[src/rtl/rsa_selftest_ctrl.sv]
`default_nettype none
// ============================================================================
// Module   : rsa_selftest_ctrl
// Function : Sequences an RSA core through keygen, encrypt and decrypt, then
//            checks that the round trip reproduces the test message.
// Revision : 1.0 - initial release
// ============================================================================
module rsa_selftest_ctrl #(
    parameter int WORD_WIDTH     = 32,
    parameter int TIMEOUT_CYCLES = 4096
) (
    input  logic                      clk,
    input  logic                      rst,
    input  logic                      go,
    input  logic [WORD_WIDTH/2-1:0]   seed_i,
    input  logic [WORD_WIDTH-1:0]     plaintext_i,
    output logic                      core_start,
    output logic [1:0]                core_mode,
    output logic [WORD_WIDTH/2-1:0]   core_seed,
    output logic [WORD_WIDTH-1:0]     core_message,
    output logic [WORD_WIDTH-1:0]     core_e,
    output logic [WORD_WIDTH-1:0]     core_d,
    output logic [WORD_WIDTH-1:0]     core_N,
    input  logic                      core_done,
    input  logic [WORD_WIDTH-1:0]     core_message_o,
    input  logic [WORD_WIDTH-1:0]     core_e_o,
    input  logic [WORD_WIDTH-1:0]     core_d_o,
    input  logic [WORD_WIDTH-1:0]     core_N_o,
    output logic                      busy,
    output logic                      done,
    output logic                      pass,
    output logic                      fail,
    output logic [1:0]                err_code,
    output logic [WORD_WIDTH-1:0]     e_o,
    output logic [WORD_WIDTH-1:0]     d_o,
    output logic [WORD_WIDTH-1:0]     N_o,
    output logic [WORD_WIDTH-1:0]     cipher_o
);

    localparam int                 c_CNT_W    = $clog2(TIMEOUT_CYCLES + 1);
    localparam logic [c_CNT_W-1:0] c_CNT_LAST = c_CNT_W'(TIMEOUT_CYCLES - 1);

    typedef enum logic [3:0] {
        IDLE      = 4'd0,
        KG_START  = 4'd1,
        KG_WAIT   = 4'd2,
        ENC_START = 4'd3,
        ENC_WAIT  = 4'd4,
        DEC_START = 4'd5,
        DEC_WAIT  = 4'd6,
        CHECK     = 4'd7,
        FINISH    = 4'd8
    } state_t;

    state_t                    r_state;
    state_t                    w_next;
    logic [WORD_WIDTH/2-1:0]   r_seed;
    logic [WORD_WIDTH-1:0]     r_plain;
    logic [WORD_WIDTH-1:0]     r_e;
    logic [WORD_WIDTH-1:0]     r_d;
    logic [WORD_WIDTH-1:0]     r_N;
    logic [WORD_WIDTH-1:0]     r_cipher;
    logic [WORD_WIDTH-1:0]     r_dec;
    logic                      r_done_low_seen;
    logic [c_CNT_W-1:0]        r_cnt;
    logic                      r_pass;
    logic                      r_fail;
    logic [1:0]                r_err;
    logic                      w_in_wait;
    logic                      w_accept;
    logic                      w_timeout;
    logic                      w_range_bad;

    assign w_in_wait   = (r_state == KG_WAIT) || (r_state == ENC_WAIT) || (r_state == DEC_WAIT);
    // A done level left over from the previous operation must drop before it counts.
    assign w_accept    = w_in_wait && core_done && r_done_low_seen;
    assign w_timeout   = w_in_wait && (r_cnt == c_CNT_LAST);
    assign w_range_bad = (r_plain >= core_N_o);

    always_ff @(posedge clk or negedge rst) begin
        if (!rst) r_state <= IDLE;
        else      r_state <= w_next;
    end

    always_comb begin
        w_next     = r_state;
        core_start = 1'b0;
        core_mode  = 2'b00;
        case (r_state)
            IDLE:      if (go) w_next = KG_START;
            KG_START:  begin core_start = 1'b1; core_mode = 2'b01; w_next = KG_WAIT; end
            KG_WAIT: begin
                core_mode = 2'b01;
                if (w_accept)       w_next = w_range_bad ? FINISH : ENC_START;
                else if (w_timeout) w_next = FINISH;
            end
            ENC_START: begin core_start = 1'b1; core_mode = 2'b10; w_next = ENC_WAIT; end
            ENC_WAIT: begin
                core_mode = 2'b10;
                if (w_accept)       w_next = DEC_START;
                else if (w_timeout) w_next = FINISH;
            end
            DEC_START: begin core_start = 1'b1; core_mode = 2'b11; w_next = DEC_WAIT; end
            DEC_WAIT: begin
                core_mode = 2'b11;
                if (w_accept)       w_next = CHECK;
                else if (w_timeout) w_next = FINISH;
            end
            CHECK:     w_next = FINISH;
            FINISH:    w_next = IDLE;
            default:   w_next = IDLE;
        endcase
    end

    always_comb begin
        core_seed    = '0;
        core_message = '0;
        core_e       = '0;
        core_d       = '0;
        core_N       = '0;
        case (r_state)
            KG_START, KG_WAIT:   core_seed = r_seed;
            ENC_START, ENC_WAIT: begin core_message = r_plain;  core_e = r_e; core_N = r_N; end
            DEC_START, DEC_WAIT: begin core_message = r_cipher; core_d = r_d; core_N = r_N; end
            default: ;
        endcase
    end

    always_ff @(posedge clk or negedge rst) begin
        if (!rst) begin
            r_seed          <= '0;
            r_plain         <= '0;
            r_e             <= '0;
            r_d             <= '0;
            r_N             <= '0;
            r_cipher        <= '0;
            r_dec           <= '0;
            r_done_low_seen <= 1'b0;
            r_cnt           <= '0;
            r_pass          <= 1'b0;
            r_fail          <= 1'b0;
            r_err           <= 2'b00;
        end else begin
            case (r_state)
                IDLE: if (go) begin
                    r_seed  <= seed_i;
                    r_plain <= plaintext_i;
                    r_pass  <= 1'b0;
                    r_fail  <= 1'b0;
                    r_err   <= 2'b00;
                end
                KG_START, ENC_START, DEC_START: begin
                    r_done_low_seen <= 1'b0;
                    r_cnt           <= '0;
                end
                KG_WAIT, ENC_WAIT, DEC_WAIT: begin
                    if (!core_done) r_done_low_seen <= 1'b1;
                    r_cnt <= r_cnt + 1'b1;
                    if (w_accept) begin
                        if (r_state == KG_WAIT) begin
                            r_e <= core_e_o;
                            r_d <= core_d_o;
                            r_N <= core_N_o;
                            if (w_range_bad) begin
                                r_fail <= 1'b1;
                                r_err  <= 2'b10;
                            end
                        end else if (r_state == ENC_WAIT) begin
                            r_cipher <= core_message_o;
                        end else begin
                            r_dec <= core_message_o;
                        end
                    end else if (w_timeout) begin
                        r_fail <= 1'b1;
                        r_err  <= 2'b01;
                    end
                end
                CHECK: begin
                    if (r_dec == r_plain) begin
                        r_pass <= 1'b1;
                    end else begin
                        r_fail <= 1'b1;
                        r_err  <= 2'b11;
                    end
                end
                default: ;
            endcase
        end
    end

    assign busy     = (r_state != IDLE);
    assign done     = (r_state == FINISH);
    assign pass     = r_pass;
    assign fail     = r_fail;
    assign err_code = r_err;
    assign e_o      = r_e;
    assign d_o      = r_d;
    assign N_o      = r_N;
    assign cipher_o = r_cipher;

endmodule
`default_nettype wire

[config.mk]
export PLATFORM = sky130hd
export DESIGN_NAME = rsa_selftest_ctrl
export DESIGN_NICKNAME = d
export VERILOG_FILES = /design/src/rtl/rsa_selftest_ctrl.sv
export SDC_FILE = /design/constraint.sdc
export NUM_CORES = 1
export LEC_CHECK = 0
export ABC_AREA = 1
export CORE_MARGIN = 10
export CORE_UTILIZATION = 39
export CTS_CLUSTER_SIZE = 25
export DETAILED_ROUTE_END_ITERATION = 8
export GPL_TIMING_DRIVEN = 0
export PLACE_DENSITY = 0.74
export SYNTH_ARGS = -nofsm -noshare
export SYNTH_HDL_FRONTEND = slang
export SYNTH_SLANG_ARGS = --single-unit
[constraint.sdc]
create_clock -name clk -period 2 [get_ports clk]
set_input_delay 0.3 -clock clk [delete_from_list [all_inputs] [get_ports clk]]
set_output_delay 0.3 -clock clk [all_outputs]
set_load 0.05 [all_outputs]
# ---- After elaboration in Yosys (flattened, before gate mapping)
# Index checks and enable logic that the tools add are counted.
dict set report op_classes {
  addsub 1
  multipliers 0
  div 0
  n_lt_le_gt_ge 1
  eq_ne 17
  n_shift 0
  n_mux 33
  bitwise_logic 2
  n_reduce_logical 23
}
# cell count
set ops {}
lappend ops {{$mux W32} 3}
lappend ops {{$pmux W32 S2} 1}
lappend ops {{$eq A32 B32 Y1} 1}
lappend ops {{$ge A32 B32 Y1} 1}
lappend ops {{$pmux W4 S8} 1}
lappend ops {{$pmux W13 S2} 1}
lappend ops {{$mux W4} 6}
lappend ops {{$eq A4 B3 Y1 const B} 4}
lappend ops {{$mux W16} 1}
lappend ops {{$add A13 B1 Y13 const B} 1}
lappend ops {{$eq A13 B12 Y1 const B} 1}
lappend ops {{$mux W2} 6}
lappend ops {{$pmux W2 S3} 2}
lappend ops {{$mux W1} 9}
lappend ops {{$ne A3 B3 Y1 const B} 3}
lappend ops {{$eq A4 B2 Y1 const B} 2}
lappend ops {{$ne A2 B2 Y1 const B} 4}
lappend ops {{$reduce_and A4 Y1} 2}
lappend ops {{$reduce_and A3 Y1} 2}
lappend ops {{$reduce_and A6 Y1} 1}
lappend ops {{$reduce_or A2 Y1} 3}
lappend ops {{$reduce_or A3 Y1} 2}
lappend ops {{$eq A4 B1 Y1 const B} 1}
lappend ops {{$eq A4 B4 Y1 const B} 1}
lappend ops {{other kinds (11)} 18}
dict set report word_totals {
  regBits 230
  latchBits 0
  mem_bits_rw 0
  romBits 0
  input_bits 180
  out_inout_bits 281
  wordCells 90
  memories 0
}

# ---- Logic depth before layout (Yosys ltp)
# Gate-level depths: netlist (run 1).
dict set report depth {
  depth_word 7
  ltp_mapped 16
  mapped_depth_nobuf 16
}

# ---- Worst setup path before layout (run 1)
# Ideal clock, no wire load.
dict set report synth_path {
  path_kind {register -> output}
  startpoint {reg r_state[3]}
  endpoint {out core_message[0]}
  arrival_ns 2.352
  required_ns 1.700
  path_slack_ns -0.652
  path_stages_with_launch 8
  n_path_buf 2
  cell_sequence {dfrtp_1 nor2_8 inv_1 nor2_4 a21oi_1 buf_2 clkbuf_1 o21ai_0}
}
dict set report synth_via {
  elab_chain_len 3
  elab_cells_between_ends 7
  cone_classes {4 x eq/ne; 1 x mux; 2 x reduce/logical}
}
# element line
set synth_rtl {}
lappend synth_rtl {{start, declared} 55} ;# state_t r_state;
lappend synth_rtl {{start signal, assigned} 82} ;# else r_state <= w_next;
lappend synth_rtl {{$eq A4 B3 Y1 / $eq A4 B2 Y1 (equally long branches)} 121} ;# case (r_state)
lappend synth_rtl {{$reduce_or A2 Y1 (no source line)} -}
lappend synth_rtl {{$pmux W32 S2 (*)} 121}
lappend synth_rtl {{end, declared} 20} ;# output logic [WORD_WIDTH-1:0] core_message,
# Mark *: on every way between the ends. The rest lies on a longest branch, timed or not.

# ---- Worst setup path in the final report (run 1)
dict set report layout_path {
  startpoint {reg r_state[0]}
  endpoint {out core_message[2]}
}
# Same word-level chain as after synthesis.

==> results.yml, run 1 <==
setup_path:
  worstPathRequired_ns: 1.70
  critical_path.startpoint_type: "flop"
  worstPathArrival_ns: 2.35
  reg2reg_to: "err_code[1]"
  crit_path_max_fanout: 8
  crit_family: "buffers and inverters"
  cp_slowest_cell: "dfrtp_2"
  end_kind: "primary output"
  critical-path-max-stage-delay_ns: 0.45
  crit_chain: "nor2_2 -> inv_2 -> nor2_4 -> a21oi_4 -> buf_12 -> buf_12 -> clkbuf_16 -> o21ai_4 -> buf_8"
  worst-r2r-setup-slack_ns: -0.20
  timing.rr.start: "r_state[3]"
  reg2reg_depth: 11
  worstSetupPathType: "flop to primary output"
  critPathMostFrequentCell: "buf_12"
  path_buf_inv: 5
clock_network:
  cts_buffer_depth: 3
  clk_latency_ns: 0.55
  cts_tree: "built"
  clk_pin_slew_worst_paths_ns: 0.06
  h-tree-depth: 1
  cts_num_sinks: 230
  cts_buffers: 29
  root_buffer: "clkbuf_16"
global_routing:
  grt_usage_pct: 27.2
  grt_overflow: 0
  grt_pass1_vias: 12124
  antenna_found_initial: 8
  grt_max_degree: 98
  grt_pass1_wl_um: 76300
pwr:
  finalPower_mw: 39.3
  clockPowerShare_pct: 14.6
  p_int_mw: 19.2
  seqPwrFrac_pct: 19.8
  combPwrFrac_pct: 65.7
  p_leak_nw: 9.78
  p_per_area_mw_per_mm2: 1900
  switching_share_pct: 51.3
  peakVddDrop_v: 0.00125
  p_sw_mw: 20.2
synth:
  synth_area_leaders: "dfrtp_1 51%, nand2_1 9.5%, inv_1 8.0%, o21ai_0 7.2%, nor2_1 6.6%"
  syn_avg_cell_area_um2: 7.88
  synth_nets: 1658
  synth_cell_types: 34
  syn_inst: 1445
  yosysTopAreaCell: "dfrtp_1"
  synth_warnings: 0
  synthesis.area_mm2: 0.0114
  seq_area_frac_synth_pct: 50.5
  synth_top_area_share_pct: 50.5
  synth_seq_cells: 230
sta:
  setup_viol: 312
  period_needed_ns: 2.65
  layout_worst_path_cycle_share_pct: 132
  whs_ns: 0.226
  fmax_mhz: 378
  maxSlewViolCount: 0
  rsz0062_at_grt: "true"
  tightest_slew_ns: 0.755
  fin_ws_ns: -0.647
  maxSlewHeadroom_pct: 49.7
  fin_skew_ns: 0.0233
  hold_viol: 0
place:
  port_buffers: 460
  preCtsSetupSlack_ns: -1.24
  place_inst: 2291
  globalplace.congestion: 0.924
  dp_hpwl_um: 37700
status:
  violations: "negative setup slack"
  status: "finished, violations left"
final_layout:
  final_nets: 2224
  area_delta_synth_final_pct: 81.4
  fin_cells: 2420
  drive_above_1_share_pct: 25.8
  final_core_util_pct: 71.8
min_path:
  hold_class: "primary input to asynchronous set/reset pin"
floorplanning:
  start_util_pct: 39.6
  dieWidth_um: 191
  row_count: 62
  core_area_mm2: 0.0288
  io_pins: 461
  die-area_mm2: 0.0364
  die_h_um: 191
drt:
  drt_first_pass_iters: 6
  via_per_inst: 5.13
  wl_per_cell_um: 22.6
  antenna_left: 0
  drt-total-wl_um: 54700
  drc: 0
  drt_iter0_drc: 900
  vias: 12406
run:
  cap_violations: 0
[stage by stage]
step                      cell area (um2)  TNS [ns]
after global routing                20700    -89.21
after CTS                           19200    -81.28
after floorplan                     12200    -12.24
after detailed placement            17400   -164.64
after global placement              17300  -2328.06
final                               20700    -73.25
[layout make-up]
type | count | area, um2
fill | 2062 | 8120
timing repair buffer | 538 | 6090
sequential | 230 | 5760
multi-input combinational | 903 | 5630
inverter | 248 | 953
clock buffer | 37 | 796
buffer | 61 | 714
tap | 384 | 480
clock inverter | 14 | 230
antenna | 5 | 12.5
[worst register-to-register path: stages, from the launching register on]
cell	delay [ns]
dfrtp_2	0.46
nor2_8	0.17
buf_6	0.14
buf_6	0.12
nand2_1	0.25
nor3_1	0.28
nand3_1	0.17
nor2_4	0.21
nor2_2	0.10
nand3_2	0.10
nand2_1	0.08
nand2_1	0.06
[synthesized netlist by cell type, drive strengths merged]
cell,n
or2,1
nand4,6
dfrtp,230
nand2,293
xor2,10
nor2,207
nor3b,1
o21a,2
inv,248
mux2i,1
nand3,58
a21o,2
a32o,1
buf,33
ha,33
clkbuf,31
nor3,4
a21oi,68
o21ai,206
a22oi,2
xnor2,8
[cell families after synthesis]
| logic type | share of synthesized area (%) |
|---|---|
| and+or+nand+nor | 20.6 |
| buffers and inverters | 11.1 |
| AOI/OAI and AO/OA | 12.6 |
| DFF | 50.5 |
| adders and majority gates | 3.63 |
| xor gates and xnor gates | 1.38 |
| muxes | 0.0879 |
[state kept, by name, summed over array words and instances, names as in the netlist]
register         flops
r_plain             32
fail                 1
r_cnt               13
err_code             2
r_state              4
cipher_o            32
r_seed              16
r_done_low_seen      1
N_o                 32
d_o                 32
e_o                 32
r_dec               32
pass                 1
[how the worst max path moves through the flow]
stage / cells past startpoint / to / start
finish: 9 / core_message[2] / r_state[0]
floorplan: 7 / core_d[22] / r_state[0]
detailed placement: 10 / core_N[10] / r_state[0]
CTS: 11 / core_N[5] / r_state[2]
global route: 9 / core_message[2] / r_state[0]
global placement: 1 / d_o[6] / rst
[routing by layer]
metal	wire length, um	part of all wire (%)	vias to the layer above	GRT usage (%)
li1	-	-	5641	-
met1	19600	36	6026	31.4
met2	27600	51	601	47.4
met3	5010	9.2	132	6.89
met4	2400	4.4	6	10.4
met5	40	0.073	-	0
[placed cells by master, fill, tap and decap left out, types with 6 or more instances in the layout]
| cell | n |
|---|---|
| ha_1 | 33 |
| buf_6 | 87 |
| clkinv_2 | 6 |
| nand4_1 | 6 |
| nand2_8 | 6 |
| clkbuf_16 | 46 |
| bufinv_16 | 6 |
| xor2_1 | 10 |
| clkbuf_8 | 6 |
| nand3_1 | 51 |
| buf_8 | 84 |
| clkbuf_4 | 9 |
| nor2_1 | 81 |
| clkdlybuf4s50_1 | 305 |
| o21ai_4 | 28 |
| dfrtp_1 | 227 |
| o21ai_0 | 130 |
| nand2_1 | 282 |
| a21oi_1 | 65 |
| o21ai_1 | 43 |
| buf_4 | 49 |
| buf_2 | 8 |
| xnor2_1 | 8 |
| clkbuf_1 | 10 |
| inv_1 | 238 |
| buf_12 | 16 |
| nor2_2 | 24 |
| nor2_4 | 101 |
[repair_timing]
action,CTS,global route
setup buffers,23,39
endpoints found under the hold margin,36,0
cloned,7,8
pin swaps,8,19
resized for setup,1039,405
hold buffers,1,0
endpoints found under the setup margin,379,497
[power groups by stage]
stage | Clock (mW) | Sequential [mW] | Combinational, mW
after detailed placement | 0 | 7.75 | 21.4
final | 5.73 | 7.78 | 25.8
after global routing | 5.99 | 7.95 | 26.9
after CTS | 5.75 | 7.68 | 23.4
after floorplan | 0 | 11.4 | 10.2
after global placement | 0 | 7.68 | 21.2
(Power assumes the default switching activity.)
==> run 2, diff against run 1 <==
CORE_ASPECT_RATIO = 1.25   (was default)
clock period = 3.3 ns   (was 2 ns; I/O delays follow)
==> results.yml, run 2 (synthesized netlist as in run 1, its figures left out) <==
min_path:
  whs_path_depth: 2
  hold_class: "flop to flop"
floorplanning:
  row_count: 69
  start_util_pct: 39.7
  die_h_um: 211
  core_area_mm2: 0.0287
  die-area_mm2: 0.0365
  dieWidth_um: 173
  io_pins: 461
drt:
  vias: 11624
  antenna_left: 0
  drc: 0
  drt_first_pass_iters: 5
  drt_iter0_drc: 924
  wl_per_cell_um: 20.9
  drt-total-wl_um: 48900
  via_per_inst: 4.96
place:
  placed_cell_area_mm2: 0.0165
  place_inst: 2297
  dp_hpwl_um: 38700
  globalplace.congestion: 0.932
  port_buffers: 460
setup_path:
  worstPathRequired_ns: 2.80
  critical_path.startpoint_type: "flop"
  end_kind: "primary output"
  worstSetupPathType: "flop to primary output"
  reg2reg_depth: 9
  worstPathArrival_ns: 2.76
  crit_path_max_fanout: 10
global_routing:
  grt_max_degree: 100
  antenna_found_initial: 2
  grt_usage_pct: 25.6
  met1_usage_pct: 28.4
  met2_usage_pct: 45.3
  grt.busiest_layer: "met2"
  grt_use_met3_pct: 8.08
  grt_overflow: 0
  grt_pass1_vias: 11763
  grt_pass1_wl_um: 72500
final_layout:
  final_nets: 2148
  layout_common_cells: "315 x clkdlybuf4s50_1, 287 x nand2_1, 242 x inv_1"
  drive_above_1_share_pct: 12.4
  final_common_cell: "clkdlybuf4s50_1"
  fin_cells: 2343
  area_delta_synth_final_pct: 49.0
  fin_area_mm2: 0.0170
clock_network:
  post-cts-setup-buffers: 0
  cts_tree: "built"
  cts_num_sinks: 230
  root_buffer: "clkbuf_16"
  cts_buffers: 25
  cts_buffer_depth: 3
  h-tree-depth: 1
  clk_latency_ns: 0.54
  clk_pin_slew_worst_paths_ns: 0.06
sta:
  tns_ns: 0
  fmax_mhz: 307
  setup_viol: 0
  period_needed_ns: 3.26
  fin_skew_ns: 0.0163
  rsz0062_at_grt: "true"
  maxSlewHeadroom_pct: 42.0
  tightest_slew_ns: 0.870
  hold_viol: 0
  whs_ns: 0.475
  maxSlewViolCount: 0
  layout_worst_path_cycle_share_pct: 98.7
run:
  cap_violations: 0
pwr:
  p_per_area_mw_per_mm2: 1130
  p_leak_nw: 8.49
  peakVddDrop_v: 0.000571
status:
  status: "finished clean"
## run 2: changes by cell type in the layout (fill, tap and decap cells not counted), sizes merged
cell | before | now
buf | 249 | 85
clkbuf | 76 | 113
clkdlybuf4s15 | 0 | 30
clkdlybuf4s50 | 305 | 315
dlygate4sd2 | 0 | 10
dlymetal6s2s | 5 | 1
bufinv | 6 | 3
clkinvlp | 0 | 3
diode | 5 | 2
clkdlybuf4s18 | 0 | 2
clkinv | 7 | 5
dlygate4sd1 | 0 | 1
## run 2: metrics by stage
| stage | utilization, % | power, mW | setup WS [ns] |
|---|---|---|---|
| 2_1_floorplan | - | 12.2 | 0.453 |
| 3_3_place_gp | 57.5 | 16.7 | -8.23 |
| 3_5_place_dp | 57.7 | 16.8 | -0.240 |
| 4_1_cts | 60.4 | 19.4 | 0.0000795 |
| 5_1_grt | 59.2 | 20.2 | -0.0563 |
| 6_report | 59.2 | 19.2 | 0.0421 |
## run 2: power by group
part           internal [mW]  total (mW)  switching [mW]
Combinational           3.12        11.6            8.51
Clock                   1.69        2.89            1.20
Sequential              3.92        4.72           0.803
Total                   8.73        19.2            10.5
## run 2: layout make-up
type | instances | area [um2]
Clock inverter | 12 | 150
Buffer | 64 | 349
Fill cell | 2650 | 11700
Timing Repair Buffer | 463 | 4240
Antenna cell | 2 | 5.00
Tap cell | 390 | 488
Multi-Input combinational cell | 903 | 4370
Clock buffer | 31 | 678
Inverter | 248 | 933
Sequential cell | 230 | 5760
## run 2: path summary, 6_finish.rpt
kind / endpoint / from / slack, ns
max: core_N[23] / r_state[0] / 0.04
min: err_code[0] / err_code[0] / 0.48
max reg2reg: N_o[21] / r_state[0] / 0.97
min reg2reg: err_code[0] / err_code[0] / 0.48
max in group asynchronous: d_o[23] / rst / 1.93
min in group asynchronous: e_o[22] / rst / 0.49
## run 2: layer usage
layer	share of wire, %	vias to the layer above	routed length [um]
met5	0	-	0
met4	3.5	0	1700
met3	8.9	80	4370
met2	50	517	24400
met1	38	5553	18500
li1	-	5474	-
## run 2: repair_timing
action,4_1_cts,5_1_grt
setup endpoints to repair,146,108
resized for setup,431,167
hold buffers,1,0
pin swaps,0,0
hold endpoints to repair,62,0
## run 2: worst max-delay path: stages (launching register included)
cell	delay, ns
dfrtp_1	0.47
inv_2	0.11
nor2_1	0.19
inv_1	0.08
nand2_2	0.18
nand2_2	0.22
nand2_1	0.18
inv_2	0.12
buf_2	0.24
nor2_1	0.21
buf_4	0.24
